--- src/rtl/brd_ctrl_pkg.sv ---
// Shared definitions for the board control register bank: access modes and
// the location of the STATUS/EVENT registers after the control registers.
package brd_ctrl_pkg;

  localparam logic [1:0] MODE_WR  = 2'b00;
  localparam logic [1:0] MODE_SET = 2'b01;
  localparam logic [1:0] MODE_CLR = 2'b10;
  localparam logic [1:0] MODE_TGL = 2'b11;

  function automatic int status_index(input int nregs);
    return nregs;
  endfunction

  function automatic int event_index(input int nregs);
    return nregs + 1;
  endfunction

endpackage

--- src/rtl/brd_sync_edge.sv ---
// Two-flop synchroniser for board status, with a delayed copy used to
// detect rising edges of the synchronised value.
module brd_sync_edge #(
  parameter int WIDTH = 32
) (
  input  logic             clk,
  input  logic             reset_n,
  input  logic [WIDTH-1:0] din,
  output logic [WIDTH-1:0] sync,
  output logic [WIDTH-1:0] rise
);

  logic [WIDTH-1:0] sync1_reg;
  logic [WIDTH-1:0] sync2_reg;
  logic [WIDTH-1:0] hist_reg;

  always_ff @(posedge clk or negedge reset_n) begin
    if (!reset_n) begin
      sync1_reg <= '0;
      sync2_reg <= '0;
      hist_reg  <= '0;
    end else begin
      sync1_reg <= din;
      sync2_reg <= sync1_reg;
      hist_reg  <= sync2_reg;
    end
  end

  assign sync = sync2_reg;
  assign rise = sync2_reg & ~hist_reg;

endmodule

--- src/rtl/brd_ctrl_bank.sv ---
// Multi-register board control bank: NREGS control registers with
// write/set/clear/toggle access, self-clearing pulse bits, status and events.
module brd_ctrl_bank
  import brd_ctrl_pkg::*;
#(
  parameter int               WIDTH      = 32,
  parameter int               NREGS      = 4,
  parameter int               IW         = $clog2(NREGS + 2),
  parameter logic [WIDTH-1:0] RESET_VAL  = '0,
  parameter logic [WIDTH-1:0] PULSE_MASK = '0,
  parameter int               PULSE_LEN  = 4
) (
  input  logic                   clk,
  input  logic                   reset_n,
  input  logic                   cs,
  input  logic                   wen,
  input  logic [IW+1:0]          addr,
  input  logic [WIDTH-1:0]       din,
  output logic [WIDTH-1:0]       dout,
  output logic [NREGS*WIDTH-1:0] ctrl_out,
  input  logic [WIDTH-1:0]       stat_in,
  output logic                   irq
);

  localparam logic [IW-1:0] STAT_IDX = IW'(status_index(NREGS));
  localparam logic [IW-1:0] EVT_IDX  = IW'(event_index(NREGS));

  logic [1:0]       mode;
  logic [IW-1:0]    idx;
  logic             wr;
  logic [WIDTH-1:0] status;
  logic [WIDTH-1:0] rise;
  logic [WIDTH-1:0] event_reg;

  assign {mode, idx} = addr;
  assign wr = cs & wen;

  function automatic logic [WIDTH-1:0] apply_mode(input logic [1:0] m,
                                                  input logic [WIDTH-1:0] cur,
                                                  input logic [WIDTH-1:0] wd);
    case (m)
      MODE_SET: return cur | wd;
      MODE_CLR: return cur & ~wd;
      MODE_TGL: return cur ^ wd;
      default:  return wd;
    endcase
  endfunction

  brd_sync_edge #(.WIDTH(WIDTH)) u_sync (
    .clk     (clk),
    .reset_n (reset_n),
    .din     (stat_in),
    .sync    (status),
    .rise    (rise)
  );

  for (genvar gi = 0; gi < NREGS; gi++) begin : g_reg
    logic             hit;
    logic [WIDTH-1:0] alu_val;
    logic [WIDTH-1:0] val_reg;

    assign hit     = wr && (idx == IW'(gi));
    assign alu_val = apply_mode(mode, val_reg, din);
    assign ctrl_out[gi*WIDTH +: WIDTH] = val_reg;

    if (gi == 0) begin : g_pulse
      logic [7:0]       pulse_cnt_reg;
      logic [7:0]       pulse_cnt_next;
      logic [WIDTH-1:0] val_next;

      // A write leaving any pulse bit high restarts the full pulse; otherwise
      // the counter runs down and clears the pulse bits on its 1 -> 0 step.
      always_comb begin
        val_next       = val_reg;
        pulse_cnt_next = pulse_cnt_reg;
        if (hit && |(alu_val & PULSE_MASK)) begin
          val_next       = alu_val;
          pulse_cnt_next = 8'(PULSE_LEN);
        end else begin
          if (hit) val_next = alu_val;
          if (pulse_cnt_reg == 8'd1) val_next = val_next & ~PULSE_MASK;
          if (pulse_cnt_reg != 8'd0) pulse_cnt_next = pulse_cnt_reg - 8'd1;
        end
      end

      always_ff @(posedge clk or negedge reset_n) begin
        if (!reset_n) begin
          val_reg       <= RESET_VAL & ~PULSE_MASK;
          pulse_cnt_reg <= '0;
        end else begin
          val_reg       <= val_next;
          pulse_cnt_reg <= pulse_cnt_next;
        end
      end
    end else begin : g_plain
      always_ff @(posedge clk or negedge reset_n) begin
        if (!reset_n) val_reg <= RESET_VAL;
        else if (hit) val_reg <= alu_val;
      end
    end
  end

  // New rising edges are OR-ed in after the write-1-to-clear, so set wins.
  always_ff @(posedge clk or negedge reset_n) begin
    if (!reset_n) event_reg <= '0;
    else event_reg <= (event_reg & ~((wr && idx == EVT_IDX) ? din : '0)) | rise;
  end

  always_comb begin
    dout = '0;
    for (int k = 0; k < NREGS; k++) begin
      if (idx == IW'(k)) dout = ctrl_out[k*WIDTH +: WIDTH];
    end
    if (idx == STAT_IDX) dout = status;
    if (idx == EVT_IDX)  dout = event_reg;
  end

  assign irq = |(event_reg & ctrl_out[(NREGS-1)*WIDTH +: WIDTH]);

endmodule

--- config.mk ---
export PLATFORM = sky130hd
export DESIGN_NAME = brd_ctrl_bank
export DESIGN_NICKNAME = d
export VERILOG_FILES = /design/src/rtl/brd_ctrl_pkg.sv /design/src/rtl/brd_sync_edge.sv /design/src/rtl/brd_ctrl_bank.sv
export SDC_FILE = /design/constraint.sdc
export NUM_CORES = 1
export LEC_CHECK = 0
export CAP_MARGIN = 20
export CORE_ASPECT_RATIO = 1.5
export CORE_MARGIN = 2
export CORE_UTILIZATION = 61
export DETAILED_ROUTE_END_ITERATION = 8
export PLACE_DENSITY_LB_ADDON = 0.1
export SETUP_SLACK_MARGIN = 0.3
export SLEW_MARGIN = 5
export SYNTH_ARGS = -nofsm -noshare
export SYNTH_HDL_FRONTEND = slang
export SYNTH_SLANG_ARGS = --single-unit
--- constraint.sdc ---
create_clock -name clk -period 3.46 [get_ports clk]
set_input_delay 0.346 -clock clk [delete_from_list [all_inputs] [get_ports clk]]
set_output_delay 0.346 -clock clk [all_outputs]
set_load 0.005 [all_outputs]
==> flow_metrics.env <==
export IMPL_p_per_area_nw_per_um2=574
export IMPL_mostFrequentLayoutCell="sky130_fd_sc_hd__inv_1"
export IMPL_synth_simple_gate_area_frac=0.0153
export IMPL_drive_gt1_frac=0.231
export IMPL_numCtsBuffers=27
export IMPL_totalPowerFinal_mw=12.3
export IMPL_pin_count=234
export IMPL_synth_adder_area_share=0.181
export IMPL_die_area_sq_um=30400
export IMPL_worst_hold_slack_ns=0.240
export IMPL_avgViaCountPerCell=5.90
export IMPL_cp_required_ns=3.11
export IMPL_critical_path_max_fanout=6
export IMPL_final_setup_violation_count=0
export IMPL_postSynthAreaPerCell_sq_um=12.9
export IMPL_synth_top_cells_by_area="sky130_fd_sc_hd__dfrtp_1 (36%), sky130_fd_sc_hd__mux4_2 (20%), sky130_fd_sc_hd__ha_1 (18%), sky130_fd_sc_hd__inv_1 (7.5%), sky130_fd_sc_hd__mux2_2 (6.2%)"
export IMPL_diodes=0
export IMPL_core_area_sq_um=28600
export IMPL_drt_drc_violations_left=0
export IMPL_multiInputGateArea_sq_um=9570
export IMPL_clockBufferDepth=3
export IMPL_timing_critical_path_to_type="primary output"
export IMPL_cts_tree="yes"
export IMPL_fin_skew_ns=0.00883
export IMPL_placement_io_buffers=233
export IMPL_gp_congestion=0.802
export IMPL_path_class="register to primary output"
export IMPL_grt_pass1_vias=12400
export IMPL_largest_register_ff_count=128
export IMPL_cts_hold_buffers=1
export IMPL_outcome="completed"
export IMPL_via_count=11900
export IMPL_die_width_um=143
export IMPL_signal_arrival_time_at_the_worst_endpoint_ns=2.65
export IMPL_wirelength_um=43700
export IMPL_cp_start_kind="register"
export IMPL_grt_overflow=0
export IMPL_dpl_hpwl_um=29700
export IMPL_mappedNetlistArea_sq_um=17700
export IMPL_detail_route_wl_per_cell_um=21.8
export IMPL_min_path_type="input pin to register"
export IMPL_die_y_um=213
export IMPL_total_leakage_power_nw=10.3
export IMPL_max_clock_freq_mhz=334
export IMPL_global_router_s_overall_resource_usage=0.298
export IMPL_cts_post_setup_buffers_inserted=0
export IMPL_floorplan_initialDensity=0.618
export IMPL_finalSetupTns_ns=0
export IMPL_sequential_to_total_area_share_from_yosys_stat=0.362
export IMPL_synth_compound_gate_area_share=0.0339
export IMPL_seqCellArea_sq_um=6410
export IMPL_htree_levels=1
export IMPL_synth_mux_area_frac=0.310
export IMPL_global_route_wire_length_before_repair_um=69300
export IMPL_antenna_left=0
export IMPL_post_route_min_period_ns=3.00
export IMPL_synth_warning_count=0
export IMPL_synth_cell_types=27
export IMPL_syn_nets=1706
export IMPL_ir_worst_vdd_uv=373
export IMPL_final_net_count=1928
export IMPL_placement_rows=76
export IMPL_detail_route_first_pass_iterations=4
export IMPL_synth_largest_area_cell="sky130_fd_sc_hd__dfrtp_1"
export IMPL_numClockSinks=256
export IMPL_layout_cells_most_common_list="sky130_fd_sc_hd__inv_1 (352), sky130_fd_sc_hd__ha_1 (256), sky130_fd_sc_hd__dfrtp_1 (256), sky130_fd_sc_hd__clkdlybuf4s50_1 (227), sky130_fd_sc_hd__mux4_2 (160)"
export IMPL_filler_cells=1920
export IMPL_synthToLayoutAreaGrowth_pct=21.4
export IMPL_tightestPinTransition_ns=0.730
export IMPL_grt_start_max_net_pins=93
export IMPL_largest_family_of_logic_cells_by_synthesized_area="multiplexers"
export IMPL_grt_antenna_before_repair=0
export IMPL_synth_ff_latch_count=256
export IMPL_syn_inst=1377
export IMPL_rsz0062_at_grt="no"
export IMPL_final_hold_viol_count=0
export IMPL_area_share_of_the_largest_cell_type_after_synthesis=0.362
export IMPL_clk_root_buffer_cell="sky130_fd_sc_hd__clkbuf_16"
export IMPL_cts_resized_gates=0
export IMPL_timing_slew_headroom=0.514
export IMPL_drt_first_iter_violations=681
export IMPL_clk_pin_slew_worst_paths_ns=0.06
export IMPL_fin_crit_sh=0.866
export IMPL_max_cap_violations=0
export IMPL_timing_max_transition_violations_final=0
export IMPL_clock_insertion_delay_worst_skew_ns=0.54
export IMPL_yosys_area_share_xor_xnor=0
## area by class of cell
| class | instances | share of cell area |
|---|---|---|
| clock buffers | 36 | 0.0363 |
| multi-input cells | 701 | 0.446 |
| inverters | 352 | 0.0615 |
| repair buffers | 261 | 0.124 |
| clock inverters | 13 | 0.0115 |
| well taps | 390 | 0.0227 |
| flip-flops and latches | 256 | 0.298 |
## critical path, cell delays in order (launching register included)
cell                              delay, ns
sky130_fd_sc_hd__dfrtp_1               0.46
sky130_fd_sc_hd__a22oi_1               0.49
sky130_fd_sc_hd__nand4_1               0.23
sky130_fd_sc_hd__or4_1                 0.43
sky130_fd_sc_hd__clkdlybuf4s50_1       0.51
## logic make-up after synthesis
| group | Yosys count |
|---|---|
| AND/OR/NAND/NOR | 45 |
| buffers and inverters | 420 |
| flip-flops | 256 |
| adder cells (fa/ha/maj) | 256 |
| multiplexers | 320 |
| AO/OA/AOI/OAI | 80 |
## path summary, 6_finish.rpt
kind / from / end / slack, ns / cells after the start
max: g_reg[3].val_reg[29]$_DFFE_PN0P_ / irq / 0.46 / 4
min: stat_in[30] / u_sync.sync1_reg[30]$_DFF_PN0_ / 0.24 / 1
max reg2reg: g_reg[3].val_reg[3]$_DFFE_PN0P_ / g_reg[3].val_reg[3]$_DFFE_PN0P_ / 1.64 / 4
min reg2reg: u_sync.sync1_reg[28]$_DFF_PN0_ / u_sync.sync[28]$_DFF_PN0_ / 0.35 / 0
max in group asynchronous: reset_n / u_sync.hist_reg[1]$_DFF_PN0_ / 2.09 / 3
min in group asynchronous: reset_n / g_reg[0].val_reg[27]$_DFFE_PN0P_ / 0.39 / 2
## cell usage after synthesis
cell type,count
sky130_fd_sc_hd__clkbuf_1,10
sky130_fd_sc_hd__o22ai_1,32
sky130_fd_sc_hd__a22o_1,32
sky130_fd_sc_hd__mux2i_1,32
sky130_fd_sc_hd__mux4_2,160
sky130_fd_sc_hd__mux2_2,97
sky130_fd_sc_hd__or2_2,1
sky130_fd_sc_hd__nor3_2,1
sky130_fd_sc_hd__nor3b_2,1
sky130_fd_sc_hd__or3b_1,1
sky130_fd_sc_hd__nand3b_4,1
sky130_fd_sc_hd__buf_2,33
sky130_fd_sc_hd__nand4_1,4
sky130_fd_sc_hd__mux2_4,30
sky130_fd_sc_hd__mux2_1,1
sky130_fd_sc_hd__dfrtp_1,256
sky130_fd_sc_hd__and4b_1,1
sky130_fd_sc_hd__inv_1,352
sky130_fd_sc_hd__or4_1,1
sky130_fd_sc_hd__buf_6,8
sky130_fd_sc_hd__a22oi_1,16
sky130_fd_sc_hd__clkbuf_2,1
sky130_fd_sc_hd__nand3_1,32
sky130_fd_sc_hd__nand2b_1,1
sky130_fd_sc_hd__ha_1,256
sky130_fd_sc_hd__buf_4,16
sky130_fd_sc_hd__nand2_1,1
## report_power, final
part | internal [mW] | total, mW | switching, mW
clock network | 2.10 | 3.35 | 1.25
logic | 2.83 | 4.43 | 1.60
registers | 3.59 | 4.56 | 0.971
## routing by layer
layer / vias up / wire, um / track usage
met5: - / 0 / 0
met4: 0 / 1290 / 0.0970
met3: 81 / 2420 / 0.0428
met2: 392 / 22300 / 0.502
met1: 6179 / 17700 / 0.400
li1: 5208 / - / -
## stage by stage
step,setup WS [ns],cell area [sq um],util,std cells
after CTS,0.466,21500,0.750,2009
after global placement,0.774,20400,0.714,1959
after floorplan,1.69,17700,-,1377
after global routing,0.446,21500,0.750,2009
after detailed placement,0.714,20400,0.714,1959
final,0.465,21500,0.750,2009
Power figures use the tool's default switching activity.
==> variant (same flow settings) <==
`WIDTH` is set to 32 in 2 places; all go to 64.
--- a/src/rtl/brd_sync_edge.sv
+++ b/src/rtl/brd_sync_edge.sv
@@ -1,7 +1,7 @@
 // Two-flop synchroniser for board status, with a delayed copy used to
 // detect rising edges of the synchronised value.
 module brd_sync_edge #(
-  parameter int WIDTH = 32
+  parameter int WIDTH = 64
 ) (
   input  logic             clk,
   input  logic             reset_n,
--- a/src/rtl/brd_ctrl_bank.sv
+++ b/src/rtl/brd_ctrl_bank.sv
@@ -3,7 +3,7 @@
 module brd_ctrl_bank
   import brd_ctrl_pkg::*;
 #(
-  parameter int               WIDTH      = 32,
+  parameter int               WIDTH      = 64,
   parameter int               NREGS      = 4,
   parameter int               IW         = $clog2(NREGS + 2),
   parameter logic [WIDTH-1:0] RESET_VAL  = '0,
Interface: changed (resized ctrl_out, din, dout and stat_in); port bits go from 234 to 458. No check against the original RTL was run, so the function may have changed too.
==> variant against the original RTL <==
Synthesized area is 97% higher. Worst setup slack got worse by 0.10 ns. Sequential share of layout area increased by 0.53 points. Sequential cell count grew 256. Via count increased by 140%. Worst hold slack worse by 0.082 ns. Final area up 97%. First-iteration DRC count grew to 2.6 times the old value. Total power increased by 79%. Routed wire length grew to 2.6 times the old value. Critical path type unchanged. Largest cell class unchanged.
==> variant: results (changes against the original RTL) <==
[cts]
clkLatencyLatePin_ns = 0.62  ; +0.08 ns
htree_levels = 2  ; +1

[grt]
globalRouteTotalUtil = 0.3809  ; +0.08316
met3_usage = 0.08311  ; +0.04031
grt_pass1_vias = 29641  ; +140%
antenna_found_initial = 12  ; +12
grtUsageMet2 = 0.6019  ; +0.1002
grt_pass1_wl_mm = 171.7  ; +150%
grt_max_degree = 116  ; +25%

[synthesis]
synthAdderAreaFrac = 0.1840  ; +0.003032
syn_avg_cell_area_sq_um = 10.19  ; -21%
seq_area_frac_synth = 0.3681  ; +0.006063
ys_top_cells_by_count = 512 x dfrtp_1, 512 x ha_1, 451 x a21oi_1
synth_cell_types = 28  ; +3.7%

[power]
power_leakage_nw = 19.78  ; +93%

[setup_path]
startpoint = g_reg[3].val_reg[31]
critical_path.slowest_cell = or4_1
cpPeakStageDelay_ns = 0.49  ; -0.02 ns
crit_arrival_ns = 2.75  ; +0.10 ns

[timing]
fin_worst_skew_ns = 0.01489  ; +0.006061 ns
maxSlewHeadroom = 0.3791  ; -0.1345

[outcome]
run_status = finished, final reports clean

[route]
drt-met1-wl_mm = 42.69  ; +140%
top_layer = met5
vias_per_cell = 6.260  ; +6.0%

[placed_design]
placed_area_sq_mm = 0.04019  ; +97%
place.port_buffers = 457  ; +96%
dp_cells = 4480  ; +130%
dp_hpwl_mm = 77.60  ; +160%

-- variant: changes by cell type after synthesis, sizes merged, moves of 80 or more --
cell and change:
a21oi +451, ha +256, dfrtp +256, a211oi +320, clkbuf +80, nor2 +261, nand2 +129, mux4 -99
mux2 +128, inv +94
-- variant: worst paths after layout --
check | endpoint | slack (ns) | depth (start not counted)
worst max-delay path | irq | 0.36 | 5
worst min-delay path | u_sync.sync1_reg[26] | 0.16 | 1
worst max register to register | g_reg[3].val_reg[24] | 1.57 | 6
worst min register to register | u_sync.sync[11] | 0.35 | 0
max in group asynchronous | g_reg[3].val_reg[18] | 2.02 | 3
min in group asynchronous | g_reg[0].val_reg[48] | 0.31 | 2
-- variant: power by group through the flow --
stage | registers (mW) | logic, mW | clock network (mW)
6_report | 8.47 | 7.33 | 6.29
5_1_grt | 8.56 | 8.11 | 6.59
4_1_cts | 8.42 | 7.32 | 6.35
3_5_place_dp | 8.52 | 7.15 | 0
3_3_place_gp | 8.46 | 6.72 | 0
2_1_floorplan | 7.95 | 3.73 | 0
-- variant: cell type report --
type                       instances  area [sq um]  area share
tap                              763         954.7     0.02260
antenna                            6         15.01   0.0003554
multi-input combinational       2231         19340      0.4577
timing repair buffer             537          5555      0.1315
inverter                         446          1674     0.03963
clock buffer                      71          1534     0.03631
sequential                       512         12820      0.3036
clock inverter                    27         351.6    0.008322
-- variant: what timing repair did --
| item | 4_1_cts | 5_1_grt |
|---|---|---|
| hold buffers | 1 | 0 |
| endpoints found under the hold margin | 76 | 0 |
| pin swaps | 2 | 1 |
| gates resized for setup | 22 | 1 |
| setup endpoints to repair | 1 | 1 |
| buffers inserted | 8 | 0 |
